[src/rtl/instr_fetch_queue_if.sv]
// Fetch-queue bus: instruction-memory handshake on one side, controller
// head/take/redirect on the other.
interface instr_fetch_queue_if #(
  parameter int AW = 16
);
  logic          fetch_en;
  logic          im_req;
  logic [AW-1:0] im_addr;
  logic          im_ack;
  logic [31:0]   im_data;
  logic [31:0]   ir;
  logic [5:0]    opcode;
  logic [AW-1:0] ir_pc;
  logic          i_odv;
  logic          i_take;
  logic          pc_load;
  logic [AW-1:0] pc_target;

  modport master (
    input  fetch_en, im_ack, im_data, i_take, pc_load, pc_target,
    output im_req, im_addr, ir, opcode, ir_pc, i_odv
  );

  modport slave (
    output fetch_en, im_ack, im_data, i_take, pc_load, pc_target,
    input  im_req, im_addr, ir, opcode, ir_pc, i_odv
  );
endinterface

[src/rtl/instr_fetch_queue.sv]
// Instruction fetch stage: one outstanding memory request feeding a small
// circular prefetch queue, with redirect flush and in-flight squash.
module instr_fetch_queue #(
  parameter int          AW       = 16,
  parameter int          DEPTH    = 4,
  parameter int unsigned RESET_PC = 0
) (
  input logic                 g_clk,
  input logic                 g_clr,
  instr_fetch_queue_if.master bus
);
  localparam int PW = $clog2(DEPTH);
  localparam int CW = PW + 1;
  localparam logic [AW-1:0] RST_PC = AW'(RESET_PC);

  typedef enum logic [1:0] {IDLE, REQ, DISCARD} state_t;

  state_t        state, state_n;
  logic [PW-1:0] rd_ptr, wr_ptr;
  logic [CW-1:0] count, count_post;
  logic [AW-1:0] fetch_pc, fetch_pc_n;
  logic [AW-1:0] req_addr, req_addr_n;
  logic [31:0]   q_ir [DEPTH];
  logic [AW-1:0] q_pc [DEPTH];
  logic          wr_en, take, flush, odv;
  logic [31:0]   ir_w;

  // A redirect flushes the queue, so a same-cycle take has nothing to pop.
  assign take       = bus.i_take && (count != '0) && !bus.pc_load;
  assign count_post = count + CW'(1) - CW'(take);

  always_comb begin
    state_n    = state;
    fetch_pc_n = fetch_pc;
    req_addr_n = req_addr;
    wr_en      = 1'b0;
    flush      = 1'b0;
    case (state)
      IDLE: begin
        if (bus.pc_load) begin
          flush      = 1'b1;
          fetch_pc_n = bus.pc_target;
        end else if (bus.fetch_en && count < CW'(DEPTH)) begin
          req_addr_n = fetch_pc;
          state_n    = REQ;
        end
      end
      REQ: begin
        if (bus.pc_load) begin
          flush      = 1'b1;
          fetch_pc_n = bus.pc_target;
          state_n    = bus.im_ack ? IDLE : DISCARD;
        end else if (bus.im_ack) begin
          wr_en      = 1'b1;
          fetch_pc_n = req_addr + AW'(1);
          // Stream the next word back-to-back only if it is guaranteed a slot.
          if (bus.fetch_en && count_post < CW'(DEPTH))
            req_addr_n = req_addr + AW'(1);
          else
            state_n = IDLE;
        end
      end
      DISCARD: begin
        if (bus.pc_load) begin
          flush      = 1'b1;
          fetch_pc_n = bus.pc_target;
        end
        if (bus.im_ack) state_n = IDLE;
      end
      default: state_n = IDLE;
    endcase
  end

  always_ff @(posedge g_clk) begin
    if (!g_clr) begin
      state    <= IDLE;
      rd_ptr   <= '0;
      wr_ptr   <= '0;
      count    <= '0;
      fetch_pc <= RST_PC;
      req_addr <= RST_PC;
    end else begin
      state    <= state_n;
      fetch_pc <= fetch_pc_n;
      req_addr <= req_addr_n;
      if (flush) begin
        rd_ptr <= '0;
        wr_ptr <= '0;
        count  <= '0;
      end else begin
        if (wr_en) wr_ptr <= wr_ptr + PW'(1);
        if (take)  rd_ptr <= rd_ptr + PW'(1);
        count <= count + CW'(wr_en) - CW'(take);
      end
    end
  end

  // Queue storage needs no reset; occupancy is tracked by count alone.
  always_ff @(posedge g_clk) begin
    if (g_clr && wr_en) begin
      q_ir[wr_ptr] <= bus.im_data;
      q_pc[wr_ptr] <= req_addr;
    end
  end

  assign odv         = (count != '0);
  assign ir_w        = odv ? q_ir[rd_ptr] : 32'h0;
  assign bus.i_odv   = odv;
  assign bus.ir      = ir_w;
  assign bus.opcode  = ir_w[31:26];
  assign bus.ir_pc   = odv ? q_pc[rd_ptr] : '0;
  assign bus.im_req  = (state == REQ) || (state == DISCARD);
  assign bus.im_addr = req_addr;
endmodule

[src/flat_wrapper.sv]
// flat-port wrapper written by rule: the top's interface ports become plain ports
module instr_fetch_queue_flat 
#(
  parameter int          AW       = 16,
  parameter int          DEPTH    = 4,
  parameter int unsigned RESET_PC = 0
)
  (g_clk, g_clr, bus_fetch_en, bus_im_ack, bus_im_data, bus_i_take, bus_pc_load, bus_pc_target, bus_im_req, bus_im_addr, bus_ir, bus_opcode, bus_ir_pc, bus_i_odv);
  instr_fetch_queue_if #(.AW(AW)) bus_i ();
  input logic g_clk;
  input logic g_clr;
  input wire logic [$bits(bus_i.fetch_en)-1:0] bus_fetch_en;
  input wire logic [$bits(bus_i.im_ack)-1:0] bus_im_ack;
  input wire logic [$bits(bus_i.im_data)-1:0] bus_im_data;
  input wire logic [$bits(bus_i.i_take)-1:0] bus_i_take;
  input wire logic [$bits(bus_i.pc_load)-1:0] bus_pc_load;
  input wire logic [$bits(bus_i.pc_target)-1:0] bus_pc_target;
  output wire logic [$bits(bus_i.im_req)-1:0] bus_im_req;
  output wire logic [$bits(bus_i.im_addr)-1:0] bus_im_addr;
  output wire logic [$bits(bus_i.ir)-1:0] bus_ir;
  output wire logic [$bits(bus_i.opcode)-1:0] bus_opcode;
  output wire logic [$bits(bus_i.ir_pc)-1:0] bus_ir_pc;
  output wire logic [$bits(bus_i.i_odv)-1:0] bus_i_odv;
  assign bus_i.fetch_en = bus_fetch_en;
  assign bus_i.im_ack = bus_im_ack;
  assign bus_i.im_data = bus_im_data;
  assign bus_i.i_take = bus_i_take;
  assign bus_i.pc_load = bus_pc_load;
  assign bus_i.pc_target = bus_pc_target;
  assign bus_im_req = bus_i.im_req;
  assign bus_im_addr = bus_i.im_addr;
  assign bus_ir = bus_i.ir;
  assign bus_opcode = bus_i.opcode;
  assign bus_ir_pc = bus_i.ir_pc;
  assign bus_i_odv = bus_i.i_odv;
  instr_fetch_queue #(.AW(AW), .DEPTH(DEPTH), .RESET_PC(RESET_PC)) u_core (.g_clk(g_clk), .g_clr(g_clr), .bus(bus_i));
endmodule
[config.mk]
export PLATFORM = sky130hd
export DESIGN_NAME = instr_fetch_queue_flat
export DESIGN_NICKNAME = d
export VERILOG_FILES = /design/src/rtl/instr_fetch_queue_if.sv /design/src/rtl/instr_fetch_queue.sv /design/src/flat_wrapper.sv
export SDC_FILE = /design/constraint.sdc
export NUM_CORES = 1
export LEC_CHECK = 0
export BUFFER_PORTS_ARGS = -buffer_cell sky130_fd_sc_hd__buf_2
export CAP_MARGIN = 5
export CORE_UTILIZATION = 40
export DETAILED_ROUTE_END_ITERATION = 16
export HOLD_SLACK_MARGIN = 0.12
export SLEW_MARGIN = 40
export SYNTH_ARGS = -nofsm -noshare
export SYNTH_HDL_FRONTEND = slang
export SYNTH_SLANG_ARGS = --single-unit
export TNS_END_PERCENT = 5
[constraint.sdc]
create_clock -name g_clk -period 5.8 [get_ports g_clk]
set_input_delay 0.58 -clock g_clk [delete_from_list [all_inputs] [get_ports g_clk]]
set_output_delay 0.58 -clock g_clk [all_outputs]
set_load 0.02 [all_outputs]
Yosys cells after proc, flatten, opt, wreduce, memory -nomap -nowiden
Memory sizes are Yosys's and may differ from the RTL's. A register that Yosys moved wholly into a read port is not among the register bits.
Index checks and enable logic that the tools add are counted.
{ "word_totals": {"register_bits": 41, "ram_bits": 192, "in_bits": 54, "output_inout_bits": 72, "word_cells": 77, "memories": 2} }
{ "classes": {"addsub": 7, "n_lt_le_gt_ge": 2, "n_eq_ne": 11, "n_mux": 31, "bitwise_logic": 1, "reduce_logical": 17} }
{ "memory_table": {"columns": ["memory", "words", "word_bits", "read_ports", "rd_clocked_by_memory_dff", "wr", "line_no", "rtl"], "rows": [
  ["u_core.q_ir", 4, 32, 1, 1, 1, "instr_fetch_queue.sv:23", "logic [31:0] q_ir [DEPTH];"],
  ["u_core.q_pc", 4, 16, 1, 1, 1, "instr_fetch_queue.sv:24", "logic [AW-1:0] q_pc [DEPTH];"]
]} }
{ "op_table": {"columns": ["operator", "n"], "rows": [
  ["2-to-1 mux 16 bit", 9],
  ["one-hot mux 16 bit (2 select lines)", 2],
  ["2-to-1 mux 32 bit", 1],
  ["2-to-1 mux 2 bit", 11],
  ["adder 16 x 1 -> 16 bit, second input constant", 1],
  ["!= test 2 bit, second input constant", 4],
  ["2-to-1 mux 1 bit", 7],
  ["< comparator 3 bit, second input constant", 2],
  ["!= test 2 x 1 -> 1 bit, second input constant", 3],
  ["!= test 3 bit, second input constant", 2],
  ["one-hot mux 2 bit (3 select lines)", 1],
  ["AND reduction 6 bit", 1],
  ["subtractor 3 x 1 -> 3 bit", 2],
  ["logical AND 1 bit", 5],
  ["AND reduction 5 bit", 1],
  ["adder 2 x 1 -> 2 bit, second input constant", 2],
  ["nonzero test 2 bit", 2],
  ["OR reduction 2 bit", 2],
  ["adder 3 x 1 -> 3 bit", 1],
  ["adder 3 x 1 -> 3 bit, second input constant", 1],
  ["AND reduction 3 bit", 1],
  ["nonzero test 3 bit", 1],
  ["OR reduction 3 bit", 1],
  ["== test 2 x 1 -> 1 bit, second input constant", 1],
  ["other kinds (5)", 5]
]} }

Longest topological paths before layout
{ "depth": {"depth_word": 10, "mapped_depth": 11, "depth_no_buf": 10} }

Worst setup path before layout
Ideal clock, no wire load.
{ "synth_timing": {"kind": "in2reg", "start": "in bus_pc_load", "end": "mem u_core.q_ir[0][0] (enable)", "setup_ns": 0.411, "arrival_ns": 2.423, "required_ns": 5.389, "setup_slack_ns": 2.966, "stages": 5, "path_buffers": 2, "cell_sequence": "buf_2 > inv_1 > and3_1 > clkbuf_1 > and3_1"} }
{ "synth_via": {"elab_chain_cells": 5} }
{ "synth_lines": {"columns": ["element", "line_no", "rtl"], "rows": [
  ["from (decl)", "flat_wrapper.sv:16", "input wire logic [$bits(bus_i.pc_load)-1:0] bus_pc_load;"],
  ["2-to-1 mux 1 bit", "instr_fetch_queue.sv:49", "if (bus.pc_load) begin"],
  ["2-to-1 mux 1 bit", "instr_fetch_queue.sv:38", "case (state)"],
  ["net u_core.wr_en", "instr_fetch_queue.sv:25", "logic wr_en, take, flush, odv;"],
  ["logical AND 1 bit", "instr_fetch_queue.sv:100", "if (g_clr && wr_en) begin"],
  ["2-to-1 mux 1 bit", "instr_fetch_queue.sv:100", null],
  ["2-to-1 mux 1 bit (implied by the code)", "instr_fetch_queue.sv:101", "q_ir[wr_ptr] <= bus.im_data;"],
  ["to (decl)", "instr_fetch_queue.sv:23", null]
]} }
The timed path passes the listed nets, and every way through them passes these cells.

==> metrics.yaml <==
floorplan:
  die_y_um: 159
  coreArea_um2: 24200
  ios: 126
  dieArea_um2: 25200
  die_w_um: 159
  rows: 57
  start_util_pct: 40.6
route:
  via_per_inst: 5.29
  via_count: 5697
  wl_um: 20700
  drt_pass1_iterations: 5
  postRouteAntennaNets: 0
  drc: 0
  drtIter0Drc: 392
  routedWlPerCell_um: 19.3
synth:
  synth_edf_count: 192
  synth_adder_area_share_pct: 1.73
  synth-compound-area-share_pct: 5.78
  synth_area_leaders: "edfxtp_1 (59%), mux4_2 (11%), dfxtp_1 (8.7%)"
  syn_avg_cell_area_um2: 15.9
  synth_top_area_share_pct: 58.6
  syn_nets: 685
  synth-seq-cells: 235
  synthArstFlopShare_pct: 0
  synth_top_family_by_area: "multiplexers"
  synth.most_common_cell: "edfxtp_1"
  synth_ff_type: "edfxtp_1"
  netlist_area_um2: 9850
  synth_top_cell_by_area: "edfxtp_1"
  syn_inst: 618
  synth_xor_area_share_pct: 1.69
  synthSimpleGateAreaFrac_pct: 8.98
  synth.area.mux_share_pct: 11.6
  ys_top_cells_by_count: "edfxtp_1 (192), nor2b_1 (50), mux4_2 (48), dfxtp_1 (43), nand2_1 (31)"
  seq_area_frac_synth_pct: 67.3
  ys_types: 57
  yosysWarnings: 0
timing:
  fin_crit_sh_pct: 51.7
  worstMarginPinSlew_ps: 752
  setup-tns-final_ps: 0
  drv_slew: 0
  timing.final.ws_setup_ps: 2800
  final.setup_skew_ps: 10.9
  hold_viol: 0
  min_period_ps: 3000
  max_slew_margin_pct: 49.8
  max_freq_mhz: 333
  rsz0062_at_grt: "false"
  setup_violations: 0
  holdWs_ps: 266
cells_and_area:
  stdcell_count: 1077
  fin_area_um2: 11500
  fin_nets: 805
  syn2layout_area_growth_pct: 16.7
  drive_above_1_share_pct: 31.2
  utilization_pct: 47.4
  diodes: 0
critical_path:
  cp_max_fo: 22
  path_cells: "buf_16 > buf_12 > mux4_2 > nor2b_1 > buf_2"
  path_class: "register to output pin"
  cp_data_arrival_time_ps: 2420
  cp-start-kind: "register"
  worstPathRequired_ps: 5220
  crit_slowest_cell: "dfxtp_4"
  worstSetupEndpointType: "output pin"
  cpPeakStageDelay_ps: 550
cts:
  cts_tree: "done"
  holdBufCountCts: 0
  cts.clk_slew.worst_paths_ps: 60
  clkSinkCount: 235
  cts_buffers: 25
  ctsHtreeMaxLevel: 1
  insertion_delay_ps: 530
  ctsRootBufferMaster: "clkbuf_16"
  cts_buffer_depth: 3
  post_cts_buffers: 0
  cts_resized: 0
global_route:
  gr-total-overflow: 0
  grt_first_pass_wirelength_um: 32500
  antenna_found_initial: 0
  grt_max_degree: 50
  grt_pass1_vias: 5774
  grt_use_total_pct: 16.3
place:
  post-dp-hpwl_um: 12900
  portBuffers: 125
  dpl.cell_count: 1035
  post-place-ws_ps: 3000
  gp_congestion: 0.803
  placed_area_um2: 10800
status:
  status: "finished clean"
power_and_ir_drop:
  p_leak_nw: 3.94
  pwr_density_cell_nw_per_um2: 310
  finalPower_mw: 3.56
  ir_drop_mv: 0.149
flow_run:
  drv_cap: 0
min_path:
  worstHoldPathType: "primary input to register"
==> final timing paths <==
check | startpoint | end | slack, ps | depth (start not counted)
worst min register to register | u_core.fetch_pc[2] | u_core.fetch_pc[2] | 460 | 2
worst max-delay path | register | bus_ir[13] | 2800 | 5
worst max register to register | u_core.state[1] | u_core.q_ir[1][11] | 3060 | 6
worst min-delay path | bus_im_data[22] | u_core.q_ir[1][22] | 270 | 1
==> layout by cell type (no fill, tap or decap), drive strengths merged, types with 9 or more instances in the layout <==
| cell type | netlist | routed |
|---|---|---|
| edfxtp | 192 | 192 |
| buf | 25 | 136 |
| nor2b | 50 | 50 |
| mux4 | 48 | 48 |
| dfxtp | 43 | 43 |
| clkbuf | 18 | 32 |
| nand2 | 31 | 31 |
| nor2 | 28 | 28 |
| a21oi | 27 | 27 |
| inv | 17 | 18 |
| nand3 | 13 | 13 |
| ha | 12 | 12 |
| xor2 | 10 | 10 |
| and3 | 10 | 10 |
| xnor2 | 9 | 9 |
| o22ai | 9 | 9 |
| clkinv | 0 | 9 |
| o21ai | 9 | 9 |
==> critical path, delay by kind of cell (launching register included) <==
family / cells / cell delay, ps
buf+inv: 3 / 640
flops: 1 / 550
mux: 1 / 530
simple gates: 1 / 170
==> cell type report <==
| class | instances | area [µm²] |
|---|---|---|
| flip-flops and latches | 235 | 6630 |
| well taps | 324 | 405 |
| clock inverters | 10 | 60.1 |
| fillers | 2116 | 12800 |
| multi-input cells | 323 | 2940 |
| repair buffers | 136 | 741 |
| clock buffers | 32 | 652 |
| inverters | 17 | 63.8 |
==> flip-flops by register name, indices dropped and copies added (netlist names), named ones only <==
| register | count |
|---|---|
| u_core.bus.im_addr | 16 |
| u_core.count | 3 |
| u_core.rd_ptr | 2 |
| u_core.q_pc | 64 |
| u_core.fetch_pc | 16 |
| u_core.q_ir | 128 |
| u_core.state | 2 |
| u_core.wr_ptr | 2 |
==> power by group <==
group,internal (mW),total [mW],switching [mW]
Clock,0.792,1.41,0.618
Combinational,0.0934,0.260,0.166
Sequential,1.85,1.89,0.0356
Total,2.74,3.56,0.820
==> metal layers <==
| metal | GRT usage (%) | share of wire [%] | up-vias |
|---|---|---|---|
| li1 | - | - | 2609 |
| met1 | 21.6 | 43 | 2860 |
| met2 | 28.2 | 50 | 198 |
| met3 | 2.51 | 5.3 | 30 |
| met4 | 3.93 | 1.7 | 0 |
| met5 | 0 | 0 | - |
==> kinds of logic (layout without fill, tap and decap cells) <==
kind of cell	after synthesis	count (layout)
AO/OA/AOI/OAI	81	81
XOR/XNOR	19	19
adder cells (fa/ha/maj)	13	13
buffers and inverters	60	195
flip-flops	235	235
multiplexers	54	54
AND/OR/NAND/NOR	156	156
(Power assumes the default switching activity.)
